<file path="src/rtl/load_buffer_unit.sv">
// In-order load queue: one outstanding memory read, extracted result broadcast on the CDB.
// Latency: enqueue->mem_req_valid 2 cycles, response->cdb_out.valid 1 cycle, >=4 cycles per load.
// Backpressure: lb_full stalls upstream; request held until mem_req_ready; result held until cdb_grant.
module load_buffer_unit #(
  parameter int DEPTH = 4
) (
  input  logic                       clock,
  input  logic                       reset,
  input  logic [104:0]               lb_packet_in,
  output logic                       lb_full,
  output logic [$clog2(DEPTH+1)-1:0] lb_count,
  input  logic                       flush,
  output logic                       mem_req_valid,
  input  logic                       mem_req_ready,
  output logic [31:0]                mem_req_addr,
  input  logic                       mem_resp_valid,
  input  logic [31:0]                mem_resp_data,
  output logic [101:0]               cdb_out,
  input  logic                       cdb_grant
);

  localparam int PW = $clog2(DEPTH);
  localparam int CW = $clog2(DEPTH + 1);

  typedef struct packed {
    logic        valid;
    logic [31:0] address;
    logic [4:0]  rd_tag;
    logic [2:0]  mem_size;
    logic [31:0] inst;
    logic [31:0] npc;
  } lb_packet_t;

  typedef struct packed {
    logic [31:0] address;
    logic [4:0]  rd_tag;
    logic [2:0]  mem_size;
    logic [31:0] inst;
    logic [31:0] npc;
  } lb_entry_t;

  typedef struct packed {
    logic        valid;
    logic [31:0] value;
    logic [4:0]  rob_tag;
    logic [31:0] inst;
    logic [31:0] npc;
  } ex_wr_packet_t;

  typedef enum logic [2:0] {IDLE, REQ, WAIT, HOLD, DRAIN} state_t;

  lb_packet_t    lb_in;
  lb_entry_t     queue_mem [DEPTH];
  lb_entry_t     head_e;
  logic [PW-1:0] head_ptr, tail_ptr;
  logic [CW-1:0] count;
  state_t        state, state_nxt;
  ex_wr_packet_t cdb_q, cdb_nxt;
  logic          enq, pop;
  logic [31:0]   resp_word, load_value;

  assign lb_in   = lb_packet_in;
  assign head_e  = queue_mem[head_ptr];
  assign lb_full = (count == CW'(DEPTH));
  assign enq     = lb_in.valid & ~lb_full & ~flush;
  assign pop     = (state == HOLD) & cdb_grant & ~flush;

  assign lb_count      = count;
  assign mem_req_valid = (state == REQ);
  assign mem_req_addr  = mem_req_valid ? {head_e.address[31:2], 2'b00} : 32'h0;
  assign cdb_out       = cdb_q;

  // Shift the addressed byte lane down to bit 0 before size extension.
  assign resp_word = mem_resp_data >> {head_e.address[1:0], 3'b000};

  always_comb begin
    load_value = '0;
    case (head_e.mem_size)
      3'b000:  load_value = {{24{resp_word[7]}}, resp_word[7:0]};
      3'b001:  load_value = {{16{resp_word[15]}}, resp_word[15:0]};
      3'b010:  load_value = resp_word;
      3'b100:  load_value = {24'h0, resp_word[7:0]};
      3'b101:  load_value = {16'h0, resp_word[15:0]};
      default: load_value = '0;
    endcase
  end

  always_comb begin
    state_nxt = state;
    cdb_nxt   = cdb_q;
    case (state)
      IDLE: if (!flush && count != '0) state_nxt = REQ;
      REQ: begin
        // An accepted request leaves a response in flight that must be drained.
        if (flush)              state_nxt = mem_req_ready ? DRAIN : IDLE;
        else if (mem_req_ready) state_nxt = WAIT;
      end
      WAIT: begin
        if (flush) begin
          state_nxt = mem_resp_valid ? IDLE : DRAIN;
        end else if (mem_resp_valid) begin
          state_nxt       = HOLD;
          cdb_nxt.valid   = 1'b1;
          cdb_nxt.value   = load_value;
          cdb_nxt.rob_tag = head_e.rd_tag;
          cdb_nxt.inst    = head_e.inst;
          cdb_nxt.npc     = head_e.npc;
        end
      end
      HOLD: begin
        if (flush || cdb_grant) begin
          state_nxt = IDLE;
          cdb_nxt   = '0;
        end
      end
      DRAIN:   if (mem_resp_valid) state_nxt = IDLE;
      default: state_nxt = IDLE;
    endcase
  end

  always_ff @(posedge clock or posedge reset) begin
    if (reset) begin
      state    <= IDLE;
      cdb_q    <= '0;
      count    <= '0;
      head_ptr <= '0;
      tail_ptr <= '0;
    end else begin
      state <= state_nxt;
      cdb_q <= cdb_nxt;
      if (flush) begin
        count    <= '0;
        head_ptr <= '0;
        tail_ptr <= '0;
      end else begin
        if (enq) tail_ptr <= tail_ptr + PW'(1);
        if (pop) head_ptr <= head_ptr + PW'(1);
        count <= count + CW'(enq) - CW'(pop);
      end
    end
  end

  // Payload storage needs no reset: pointers and count define what is live.
  always_ff @(posedge clock) begin
    if (enq) queue_mem[tail_ptr] <= {lb_in.address, lb_in.rd_tag, lb_in.mem_size, lb_in.inst, lb_in.npc};
  end

  a_drop_when_full: assert property (@(posedge clock) disable iff (reset)
    !(lb_in.valid && lb_full))
    else $warning("load_buffer_unit: load dropped, queue full");

  a_bad_size: assert property (@(posedge clock) disable iff (reset)
    (state == WAIT && mem_resp_valid && !flush) |->
      (head_e.mem_size inside {3'b000, 3'b001, 3'b010, 3'b100, 3'b101}))
    else $error("load_buffer_unit: unsupported load size");

  a_misaligned: assert property (@(posedge clock) disable iff (reset)
    (state == WAIT && mem_resp_valid && !flush) |->
      !((head_e.mem_size[1:0] == 2'b01 && head_e.address[0]) ||
        (head_e.mem_size[1:0] == 2'b10 && head_e.address[1:0] != 2'b00)))
    else $error("load_buffer_unit: misaligned load");

endmodule

</file>
<file path="config.mk">
export PLATFORM = sky130hd
export DESIGN_NAME = load_buffer_unit
export DESIGN_NICKNAME = d
export VERILOG_FILES = /design/src/rtl/load_buffer_unit.sv
export SDC_FILE = /design/constraint.sdc
export NUM_CORES = 1
export LEC_CHECK = 0
export ABC_AREA = 1
export CELL_PAD_IN_SITES_DETAIL_PLACEMENT = 0
export CELL_PAD_IN_SITES_GLOBAL_PLACEMENT = 1
export CORE_MARGIN = 2
export CORE_UTILIZATION = 48
export DETAILED_ROUTE_END_ITERATION = 12
export GPL_ROUTABILITY_DRIVEN = 1
export GPL_TIMING_DRIVEN = 0
export HOLD_SLACK_MARGIN = 0.1
export PLACE_DENSITY_LB_ADDON = 0.1
export SLEW_MARGIN = 40
export SYNTH_ARGS = -nofsm -noshare
export SYNTH_HDL_FRONTEND = slang
export SYNTH_SLANG_ARGS = --single-unit
export TNS_END_PERCENT = 30
</file>
<file path="constraint.sdc">
create_clock -name clock -period 11.83 [get_ports clock]
set_clock_uncertainty 0.2 [all_clocks]
set_input_delay 2.9575 -clock clock [delete_from_list [all_inputs] [get_ports clock]]
set_output_delay 2.9575 -clock clock [all_outputs]
set_load 0.05 [all_outputs]
</file>
== Word-level counts from Yosys, hierarchy flattened ==
Memories as Yosys holds them, arrays and structs flattened.
Cells that the tools add are included.

* Output and inout port bits: 139
* Bits in writable memories: 416
* Memories kept: 1
* Register bits: 112
* Input port bits: 143

* Muxes and demuxes: 23
* Reduce and logical (&&, ||, !) cells: 11
* Shifts and indexed selects: 1
* Bitwise operators: 6
* Add/sub/neg operators: 4
* Eq/ne operators: 16

{| class="wikitable"
|+ Memory list
! name !! words !! bits a word !! read ports !! clocked after Yosys merged registers in !! write ports !! RTL line !! RTL
|-
| queue_mem || 4 || 104 || 1 || 0 || 1 || 53 || <nowiki>lb_entry_t queue_mem [DEPTH];</nowiki>
|}

{| class="wikitable"
|+ Operators with widths
! operator !! number
|-
| 102-bit 2-to-1 mux || 3
|-
| 102-bit case mux with 2 select lines || 1
|-
| 32-bit case mux with 5 select lines || 1
|-
| 32-bit 2-to-1 mux || 1
|-
| 32-bit by 5-bit >> shifter with 32-bit output || 1
|-
| 3-bit 2-to-1 mux || 10
|-
| 3-bit case mux with 5 select lines || 1
|-
| 3-bit equality test, second input constant || 4
|-
| 3-bit by 2-bit equality test with 1-bit output, second input constant || 3
|-
| 2-bit 2-to-1 mux || 4
|-
| 2-bit inequality test, second input constant || 4
|-
| 3-bit by 1-bit equality test with 1-bit output, second input constant || 2
|-
| 3-bit logical NOT || 2
|-
| 2-bit nonzero test || 3
|-
| 5-bit AND reduction || 1
|-
| 2-bit by 1-bit adder with 2-bit output, second input constant || 2
|-
| 1-bit AND || 4
|-
| 4-bit AND reduction || 1
|-
| 3-bit by 1-bit adder with 3-bit output || 1
|-
| 3-bit by 2-bit inequality test with 1-bit output, second input constant || 1
|-
| 3-bit inequality test, second input constant || 1
|-
| 3-bit nonzero test || 1
|-
| 3-bit by 1-bit subtractor with 3-bit output || 1
|-
| 1-bit 2-to-1 mux || 2
|-
| 5 further kinds || 6
|}

== Depth between registers and ports, before layout ==
Gate-level depths: netlist of run 1.

* Depth in word-level cells: 7
* Mapped depth: 13
* Mapped depth without buffers: 12

== Worst setup path after synthesis of run 1 ==
OpenSTA, ideal clock, no wires.

* Kind: input to register
* Start: in flush
* End: mem queue_mem[0][0] (netlist bit) (enable)
* Path slack: 3338 ps
* Library setup time: 568 ps
* Buffers on the path: 1
* Arrival time: 7724 ps
* Stages: 4
* Cells stage by stage: buf_2 > nor2_1 > inv_1 > nor2_1

* Longest elaborated chain between the ends: 4

{| class="wikitable"
|+ Ends and longest elaborated chain
! element !! RTL line !! RTL
|-
| start, declared || 12 || <nowiki>input logic flush,</nowiki>
|-
| 1-bit inverter || 65 || <nowiki>assign enq = lb_in.valid & ~lb_full & ~flush;</nowiki>
|-
| 1-bit AND || 65 ||
|-
| 1-bit 2-to-1 mux || 145 || <nowiki>if (enq) queue_mem[tail_ptr] <= {lb_in.address, lb_in.rd_tag, lb_in.mem_size, lb_in.inst, lb_in.npc};</nowiki>
|-
| 1-bit 2-to-1 mux (not written as such) || 145 ||
|-
| end, declared || 53 ||
|}

No other way between the ends.

== Worst setup path in the final report of run 1 ==
* Start: reg head_ptr[0]
* End: out mem_req_addr[27]

* Longest elaborated chain between the ends: 2

{| class="wikitable"
|+ Ends and longest elaborated chain
! element !! RTL line !! RTL
|-
| start, declared || 55 || <nowiki>logic [PW-1:0] head_ptr, tail_ptr;</nowiki>
|-
| start signal, assigned || 137 || <nowiki>if (pop) head_ptr <= head_ptr + PW'(1);</nowiki>
|-
| memory 4 x 104 bit || n/a ||
|-
| 32-bit 2-to-1 mux || 70 || <nowiki>assign mem_req_addr = mem_req_valid ? {head_e.address[31:2], 2'b00} : 32'h0;</nowiki>
|-
| end, declared || 15 || <nowiki>output logic [31:0] mem_req_addr,</nowiki>
|}

No other way between the ends.

==> impl_metrics.json, run 1 <==
{
  "outcome": "completed",
  "async_flop_share_pct": 21.2,
  "clock_path_buffers": 3,
  "slowest_stage": "clkdlybuf4s50_1",
  "clkTransAtPathRegs_ns": 0.06,
  "die_h_um": 213,
  "hp-class": "reg -> reg",
  "cts_resized": 0,
  "synth_edf_count": 416,
  "first_pass_iters": 7,
  "p_clk_share_pct": 29.5,
  "n_fill_cell": 3459,
  "synth_area_sq_um": 21000,
  "p_per_area_nw_per_um2": 207,
  "rr_worst_depth": 10,
  "multi_input_area_sq_um": 5090,
  "grt_usage_pct": 24.2,
  "cts_tree": "yes",
  "antenna_found_initial": 6,
  "rr_endpoint": "queue_mem[0][23]$_DFFE_PP_",
  "synthFlopType": "edfxtp_1",
  "fmaxAchievable_ghz": 0.149,
  "worstMarginPinSlew_ns": 0.678,
  "core_area_sq_um": 43200,
  "cts-root-buf": "clkbuf_16",
  "holdBufCountCts": 0,
  "grt_setup_unrepaired": "false",
  "final_nets": 2224,
  "grt_pass1_vias": 14500,
  "cp.required_ns": 8.67,
  "dp.final_hpwl_mm": 37.3,
  "gp_congestion": 0.857,
  "syn_to_final_growth_pct": 28.6,
  "fin_area_sq_um": 27100,
  "cts.sinks": 528,
  "slew_violations": 0,
  "combPwrFrac_pct": 29.1,
  "grt_pass1_wl_mm": 82.7,
  "gr-total-overflow": 0,
  "io_buffer_count": 278,
  "netlist_instances": 1708,
  "critPathCaptureType": "primary output",
  "drc": 0,
  "finalCritPeriodShare_pct": 56.9,
  "fin_crit_ns": 6.73,
  "p_sw_share_pct": 33.7,
  "synth.avg_cell_area_sq_um": 12.3,
  "crit_fanout": 10,
  "yosysTopAreaCell": "edfxtp_1",
  "synth_area_leaders": "edfxtp_1 (59%), dfrtp_1 (13%), nand2_1 (8.0%)",
  "initial_core_util_pct": 48.7,
  "drv_cap": 0,
  "critPathLaunch": "head_ptr[0]$_DFFE_PP0P_",
  "r2r_start": "lb_count[1]$_DFF_PP0_",
  "power.switching_mw": 1.89,
  "final_cells": 2706,
  "setup_viol": 0,
  "power.share.sequential_pct": 41.5,
  "rows": 76,
  "place_inst": 2605,
  "post_cts_buffers": 0,
  "htreeDepth": 2,
  "path_cells": "inv_2, buf_6, buf_4, buf_2, clkbuf_1, o21ai_0, a21oi_1, clkdlybuf4s50_1",
  "cp-start-kind": "register",
  "p_leak_nw": 10.4,
  "yosysUniqueCellTypes": 39,
  "pin_count": 282,
  "worstPathArrival_ns": 3.58,
  "holdWs_ns": 0.268,
  "slew_headroom_pct": 54.8,
  "ir_worst_vdd_mv": 0.148,
  "cts_buffers": 52,
  "clock_latency_ns": 0.61,
  "wirelength_mm": 54.3,
  "yosys_warnings": 0,
  "die_w_um": 213,
  "post_dp_cell_area_sq_um": 25300,
  "die_area_sq_um": 45500,
  "p_int_mw": 3.72,
  "seq_area_sq_um": 15300,
  "max_stage_delay_ns": 0.84,
  "ff2ff_setup_slack_ns": 9.19,
  "yosysTopAreaCellShare_pct": 59.4,
  "endpoint": "mem_req_addr[27]",
  "seq_area_frac_synth_pct": 72.7,
  "wl_per_cell_um": 20.1,
  "ant_nets": 0,
  "yosys_register_bits": 528,
  "hold_viol": 0,
  "via_per_inst": 5.34,
  "drive_gt1_share_pct": 10.3,
  "drt-initial-drc-count": 1205,
  "critPathKind": "reg -> out",
  "vias": 14500,
  "grt_max_degree": 66
}
==> placed cells by master, fill, tap and decap left out, types with 8 or more instances in the layout <==
master | Yosys | final
a21oi_1 | 103 | 103
a32o_1 | 69 | 69
buf_16 | 0 | 20
buf_2 | 47 | 47
buf_4 | 10 | 10
buf_8 | 0 | 12
clkbuf_1 | 45 | 60
clkbuf_16 | 0 | 52
clkdlybuf4s50_1 | 0 | 278
clkinv_1 | 0 | 8
dfrtp_1 | 112 | 112
edfxtp_1 | 416 | 416
inv_1 | 25 | 24
inv_2 | 10 | 10
nand2_1 | 448 | 448
nand3_1 | 71 | 71
nand3_2 | 16 | 16
nor2_1 | 139 | 135
o21ai_0 | 73 | 73
o21ai_1 | 73 | 73
==> per-stage QoR <==
stage / worst slack, ns / util (%) / TNS (ns) / power, mW
after floorplan: 3.34 / - / 0 / 3.36
after global placement: -1.02 / 56.9 / -363.57 / 3.96
after detailed placement: 5.68 / 58.7 / 0 / 3.99
after CTS: 5.00 / 62.6 / 0 / 5.64
after global routing: 4.93 / 62.7 / 0 / 5.83
final: 5.10 / 62.7 / 0 / 5.60
==> per-layer routing <==
| layer | GRT usage [%] | vias to the layer above | routed length [um] |
|---|---|---|---|
| li1 | - | 6819 | - |
| met1 | 33.5 | 7098 | 23300 |
| met2 | 39.4 | 461 | 26100 |
| met3 | 4.17 | 74 | 3680 |
| met4 | 7.90 | 4 | 1180 |
| met5 | 0 | - | 18 |
==> cell usage after synthesis (2+ instances only) <==
| library cell | number |
|---|---|
| a32o_1 | 69 |
| buf_6 | 6 |
| inv_2 | 10 |
| nand3_2 | 16 |
| edfxtp_1 | 416 |
| nand2_4 | 2 |
| inv_1 | 25 |
| nor2_1 | 139 |
| buf_1 | 2 |
| nand2_1 | 448 |
| o211ai_1 | 5 |
| buf_2 | 47 |
| clkbuf_1 | 45 |
| buf_4 | 10 |
| nand2_2 | 5 |
| o31ai_1 | 2 |
| ha_1 | 6 |
| o21ai_0 | 73 |
| o21ai_1 | 73 |
| nand3_1 | 71 |
| nand4_1 | 2 |
| dfrtp_1 | 112 |
| nor3_1 | 2 |
| nor2_4 | 3 |
| nand3b_1 | 2 |
| a21oi_1 | 103 |
| nand3_4 | 2 |
==> power by group through the flow <==
stage,Clock (mW),Sequential [mW],Combinational (mW)
after floorplan,0,2.84,0.523
after global placement,0,2.38,1.58
after detailed placement,0,2.36,1.64
after CTS,1.68,2.32,1.64
after global routing,1.75,2.34,1.73
final,1.65,2.32,1.63
==> area by class of cell <==
class / instances / area share [%]
flip-flops and latches: 528 / 56.5
diodes: 5 / 0.0462
multi-input cells: 1036 / 18.8
plain buffers: 110 / 2.05
clock inverters: 25 / 1.11
well taps: 585 / 2.71
repair buffers: 311 / 13.0
clock buffers: 71 / 5.22
inverters: 35 / 0.513
==> cells by family (layout without fill, tap and decap cells) <==
logic type / after synthesis / after routing / share of synthesized area, %
other: 1 / 7 / 0.0178
adder cells (fa/ha/maj): 7 / 7 / 0.452
AND/OR/NAND/NOR: 694 / 694 / 13.8
buffers and inverters: 145 / 552 / 3.26
flip-flops: 528 / 528 / 72.7
AO/OA/AOI/OAI: 331 / 331 / 9.71
XOR/XNOR: 2 / 2 / 0.0833
==> worst max-delay path, delay by kind of cell, from the launching register on <==
kind | cells | cell delay [ns]
DFF | 1 | 0.40
buffers and inverters | 6 | 2.15
AOI/OAI and AO/OA | 2 | 0.42
==> registers in the layout, indices dropped and copies added (netlist names) <==
| name | flops |
|---|---|
| cdb_out | 102 |
| head_ptr | 2 |
| tail_ptr | 2 |
| state | 3 |
| lb_count | 3 |
| queue_mem | 416 |
==> how the worst min path moves through the flow <==
stage / start / endpoint / slack (ns) / cells after the start
finish: cdb_out[101]$_DFFE_PP0P_ / cdb_out[101]$_DFFE_PP0P_ / 0.27 / 2
global route: cdb_out[101]$_DFFE_PP0P_ / cdb_out[101]$_DFFE_PP0P_ / 0.29 / 2
CTS: cdb_out[101]$_DFFE_PP0P_ / cdb_out[101]$_DFFE_PP0P_ / 0.27 / 2
detailed placement: cdb_out[101]$_DFFE_PP0P_ / cdb_out[101]$_DFFE_PP0P_ / 0.26 / 2
global placement: cdb_out[101]$_DFFE_PP0P_ / cdb_out[101]$_DFFE_PP0P_ / 0.26 / 2
floorplan: state[1]$_DFFE_PP0P_ / state[1]$_DFFE_PP0P_ / 0.32 / 2
Power figures use the tool's default switching activity.
==> run 2, diff against run 1 <==
- CORE_UTILIZATION: 48 -> 40
- clock period: 11.83 -> 6 ns (I/O delays scaled with it)
==> impl_metrics.json, run 2 (synthesis results as in run 1) <==
{
  "place_inst": 2709,
  "slew_violations": 0,
  "clkTransAtPathRegs_ns": 0.05,
  "cp-start-kind": "register",
  "die_w_um": 233,
  "gr-max-usage-layer": "met2",
  "p_per_area_nw_per_um2": 409,
  "post_dp_cell_area_sq_um": 25500,
  "cts_buffers": 57,
  "p_leak_nw": 10.4,
  "drc": 0,
  "hp-class": "reg -> reg",
  "mostFrequentLayoutCell": "nand2_1",
  "grt_pass1_vias": 14400,
  "vias": 14500,
  "seq_area_sq_um": 15300,
  "fin_ws_ns": 0.591,
  "gr-total-overflow": 0,
  "cts_resized": 0,
  "ant_nets": 0,
  "antenna_found_initial": 6,
  "worstMarginPinSlew_ns": 0.678,
  "ir_worst_vdd_mv": 0.356,
  "largest_reg_flops": 416,
  "use_met3_pct": 3.94,
  "n_fill_cell": 4538,
  "cp.required_ns": 4.30,
  "final_core_util_pct": 52.2,
  "initial_core_util_pct": 40.3,
  "top_register": "queue_mem",
  "max_stage_delay_ns": 0.86,
  "htreeDepth": 2,
  "fmaxAchievable_ghz": 0.185,
  "critPathKind": "reg -> out",
  "finalCritPeriodShare_pct": 90.1,
  "outcome": "completed",
  "path_cells": "inv_2, buf_6, buf_4, buf_2, clkbuf_1, o21ai_0, a21oi_1, clkdlybuf4s50_1",
  "grt_setup_unrepaired": "false",
  "wirelength_mm": 57.6,
  "io_buffer_count": 278,
  "via_per_inst": 5.13,
  "core_area_sq_um": 52200,
  "wl_per_cell_um": 20.5,
  "final_cells": 2818,
  "clock_path_buffers": 3,
  "critPathCaptureType": "primary output",
  "tns_ns": 0,
  "fin_crit_ns": 5.41,
  "grt_pass1_wl_mm": 86.6,
  "fin_area_sq_um": 27300,
  "cts.sinks": 528,
  "use_met1_pct": 28.4,
  "dp.final_hpwl_mm": 39.3,
  "final_nets": 2230,
  "holdBufCountCts": 0,
  "slew_headroom_pct": 54.7,
  "hold_viol": 0,
  "holdWs_ns": 0.271,
  "grt_max_degree": 67,
  "slowest_stage": "clkdlybuf4s50_1",
  "dp_slack_ns": 1.15,
  "cts-root-buf": "clkbuf_16",
  "syn_to_final_growth_pct": 29.6,
  "cts_tree": "yes",
  "post_cts_buffers": 0,
  "die_area_sq_um": 54400,
  "die_h_um": 233,
  "p_total_mw": 11.1,
  "mostFrequentLayoutCells": "nand2_1 (448), edfxtp_1 (416), clkdlybuf4s50_1 (278)",
  "crit_fanout": 10,
  "use_met2_pct": 35.4,
  "setup_viol": 0,
  "multi_input_area_sq_um": 5090,
  "grt_usage_pct": 21.2,
  "first_pass_iters": 5,
  "drt-initial-drc-count": 977,
  "drive_gt1_share_pct": 10.6,
  "drv_cap": 0,
  "pin_count": 282,
  "worstPathArrival_ns": 3.71,
  "clock_latency_ns": 0.62,
  "gp_congestion": 0.851,
  "rows": 84
}
-- run 2: final timing paths --
kind                                                from                         end  slack [ns]  cells past startpoint
worst max register to register     lb_count[1]$_DFF_PP0_  queue_mem[0][12]$_DFFE_PP_        3.38                      9
min in group asynchronous                          reset      cdb_out[5]$_DFFE_PP0P_        1.06                      2
worst max-delay path             head_ptr[0]$_DFFE_PP0P_            mem_req_addr[26]        0.59                      8
max in group asynchronous                          reset     cdb_out[54]$_DFFE_PP0P_        3.79                      3
worst min register to register  cdb_out[101]$_DFFE_PP0P_    cdb_out[101]$_DFFE_PP0P_        0.27                      2
worst min-delay path            cdb_out[101]$_DFFE_PP0P_    cdb_out[101]$_DFFE_PP0P_        0.27                      2
-- run 2: layout make-up --
| class | count | area share, % |
|---|---|---|
| Antenna cell | 2 | 0.0184 |
| Buffer | 110 | 2.03 |
| Clock buffer | 78 | 5.82 |
| Clock inverter | 29 | 0.794 |
| Inverter | 35 | 0.509 |
| Multi-Input combinational cell | 1036 | 18.7 |
| Sequential cell | 528 | 56.1 |
| Tap cell | 688 | 3.16 |
| Timing Repair Buffer | 312 | 12.9 |
-- run 2: power by group --
part,switching (mW),internal [mW],total (mW),leakage (nW)
Combinational,2.17,1.04,3.21,4.23
Clock,1.42,1.93,3.36,0.889
Sequential,0.210,4.38,4.59,5.29
Total,3.80,7.35,11.1,10.4
-- run 2: per-layer routing --
layer / routed length (um) / vias up
li1: - / 6850
met1: 24600 / 7134
met2: 28200 / 379
met3: 3440 / 85
met4: 1350 / 8
met5: 58 / -
-- run 2: critical path, delay by kind of cell (launching register included) --
kind | cells | cell delay [ns]
AOI/OAI and AO/OA | 2 | 0.46
DFF | 1 | 0.41
buffers and inverters | 6 | 2.23
==> RTL edit: new RTL, settings of run 2 <==
The parameter `DEPTH` goes from 4 to 8.
--- a/src/rtl/load_buffer_unit.sv
+++ b/src/rtl/load_buffer_unit.sv
@@ -3,5 +3,5 @@
 // Backpressure: lb_full stalls upstream; request held until mem_req_ready; result held until cdb_grant.
 module load_buffer_unit #(
-  parameter int DEPTH = 4
+  parameter int DEPTH = 8
 ) (
   input  logic                       clock,
Interface: changed (resized lb_count); port bits go from 282 to 283. No check against the original RTL was run, so the function may have changed too.
==> RTL edit against run 2 <==
Worst setup slack lost 0.39 ns. Total power rose by 59%. First-iteration DRC count up 130%. Final area up 71%. Largest cell class unchanged. Routed wire length up 95%. Critical path type unchanged. Sequential cell count increased by 419. Clock power grew 79%. Area after synthesis grew 78%.
==> RTL edit: results (changes against run 2) <==
Clock network
  • Root Driver: clkbuf_16
  • Setup Buffers After CTS: 0 (unchanged)
  • CTS Buf Count: 102 (+79%)
  • Clock transition at the registers of the reported paths: about 0.060 ns
  • Clk_lat worst skew: 0.67 ns (+0.05 ns)
  • H-Tree Depth: 3 (+1)
  • Bufs on Longest Clock Path: 3 (unchanged)

Min path
  • Hold WC Path Type: flip-flop to flip-flop

Power
  • Leak: 17.1 nW (+64%)
  • Worst vdd ir: 0.335 mV (-5.9%)

Global routing
  • Global-route wire length before repair: 165000 µm (+90%)
  • Initial antenna violation count: 11 (+5)
  • Total Routing Usage GR: 23.3% (+2.0 points)
  • Largest net degree at the start of global routing: 65 (-3.0%)

Synthesis
  • Post-synth EDFFs: 832 (+100%)
  • Cells taking the most area after synthesis: edfxtp_1 (67%), dfrtp_1 (7.7%), o21ai_0 (5.7%)
  • Yosys Warn Count: 0 (unchanged)
  • Synth unique cells: 36 (-7.7%)
  • Sequential share of the synthesized area: 74.3% (+1.6 points)
  • Top post-synthesis cells by count: edfxtp_1 (832), nor2_1 (494), o21ai_0 (426)
  • Asr flop ratio synth: 12.1% (-9.1 points)

Cells and area
  • Fill cell count: 8033 (+77%)
  • Share of cells above drive strength 1: 9.69% (-0.93 points)
  • Register bank with the most flops: queue_mem
  • Max reg flops: 832 (+100%)
  • Number of nets in the final layout: 3596 (+61%)

Drt
  • Routed vias: 25500 (+77%)
  • Antenna Nets Post-Route: 0 (unchanged)
  • Starting DRT DRC Count: 2203 (+130%)
  • Wirelength per Cell: 23.5 µm (+15%)
  • Drt pass-1 iters: 5 (unchanged)

STA
  • Hold slack: 0.274 ns (+0.00265 ns)
  • Crit share post-route: 96.7% (+6.6 points)
  • Actual slew at the worst max-slew pin: 0.772 ns (+0.0941 ns)

Place
  • GP Congestion: 0.802 (-5.8%)
  • Dpl ws: 0.475 ns (-0.680 ns)
  • IO buf count: 279 (+0.36%)
  • Post-DP HPWL: 75600 µm (+93%)
  • Placed cell areas: 0.0434 mm² (+71%)

Worst setup path
  • CP max FO: 10 (unchanged)
  • Flop2flop setup slack: 2.71 ns (-0.67 ns)
  • Crit path DAT: 4.10 ns (+0.39 ns)

Run status
  • Status: completed
==> RTL edit: logic make-up (layout without fill, tap and decap cells) <==
| group | count (synthesis) | after routing | share of synthesized area, % |
|---|---|---|---|
| XOR/XNOR | 1 | 1 | 0.0234 |
| AND/OR/NAND/NOR | 968 | 968 | 10.4 |
| AO/OA/AOI/OAI | 799 | 799 | 11.8 |
| adder cells (fa/ha/maj) | 9 | 9 | 0.320 |
| buffers and inverters | 267 | 805 | 3.12 |
| other | 1 | 3 | 0.0100 |
| flip-flops | 947 | 947 | 74.3 |
==> RTL edit: per-stage QoR <==
step	power, W	utilization (%)	cells
6_report	0.0178	50.1	4786
5_1_grt	0.0185	50.1	4786
4_1_cts	0.0179	50.0	4785
3_5_place_dp	0.0119	46.6	4594
3_3_place_gp	0.0118	44.9	4526
2_1_floorplan	0.0103	-	2993
==> RTL edit: repair_timing <==
item,CTS,global route
pin swaps,0,0
setup endpoints to repair,20,6
endpoints found under the hold margin,0,0
resized for setup,8,4
==> RTL edit: path summary, 6_finish.rpt <==
kind                       cells past startpoint        start               end
min                                            1  cdb_out[28]       cdb_out[28]
max in group asynchronous                      3        reset       cdb_out[45]
min in group asynchronous                      2        reset       cdb_out[60]
min reg2reg                                    1  cdb_out[28]       cdb_out[28]
max                                            9  head_ptr[1]  mem_req_addr[22]
max reg2reg                                   12  lb_count[2]  queue_mem[3][29]
==> RTL edit: cell type report <==
class / instances / area share (%)
Antenna cell: 1 / 0.00536
Clock inverter: 53 / 0.772
Clock buffer: 138 / 6.18
Inverter: 68 / 0.563
Buffer: 199 / 1.98
Multi-Input combinational cell: 1779 / 18.3
Sequential cell: 947 / 59.7
Timing Repair Buffer: 347 / 9.09
Tap cell: 1254 / 3.36
==> RTL edit: critical path, cell delays in order (launching register included) <==
cell	delay, ns
dfrtp_1	0.44
buf_4	0.24
buf_4	0.33
buf_6	0.28
clkbuf_1	0.49
o21ai_0	0.20
o22ai_1	0.20
o21ai_0	0.09
a31oi_1	0.29
clkdlybuf4s50_1	0.86
==> RTL edit: layer usage <==
layer	track usage [%]	vias up	share of wire, %
met2	38.9	779	48
li1	-	11700	-
met1	31.3	12800	43
met5	0	-	0.092
met3	3.96	160	5.9
met4	6.58	16	2.1
==> RTL edit: where the power goes <==
group	internal [W]	switching, W	total, W	leakage, nW
Clock	0.00346	0.00258	0.00603	1.61
Combinational	0.00123	0.00263	0.00386	6.45
Sequential	0.00765	0.000222	0.00787	9.00
Total	0.0123	0.00543	0.0178	17.1
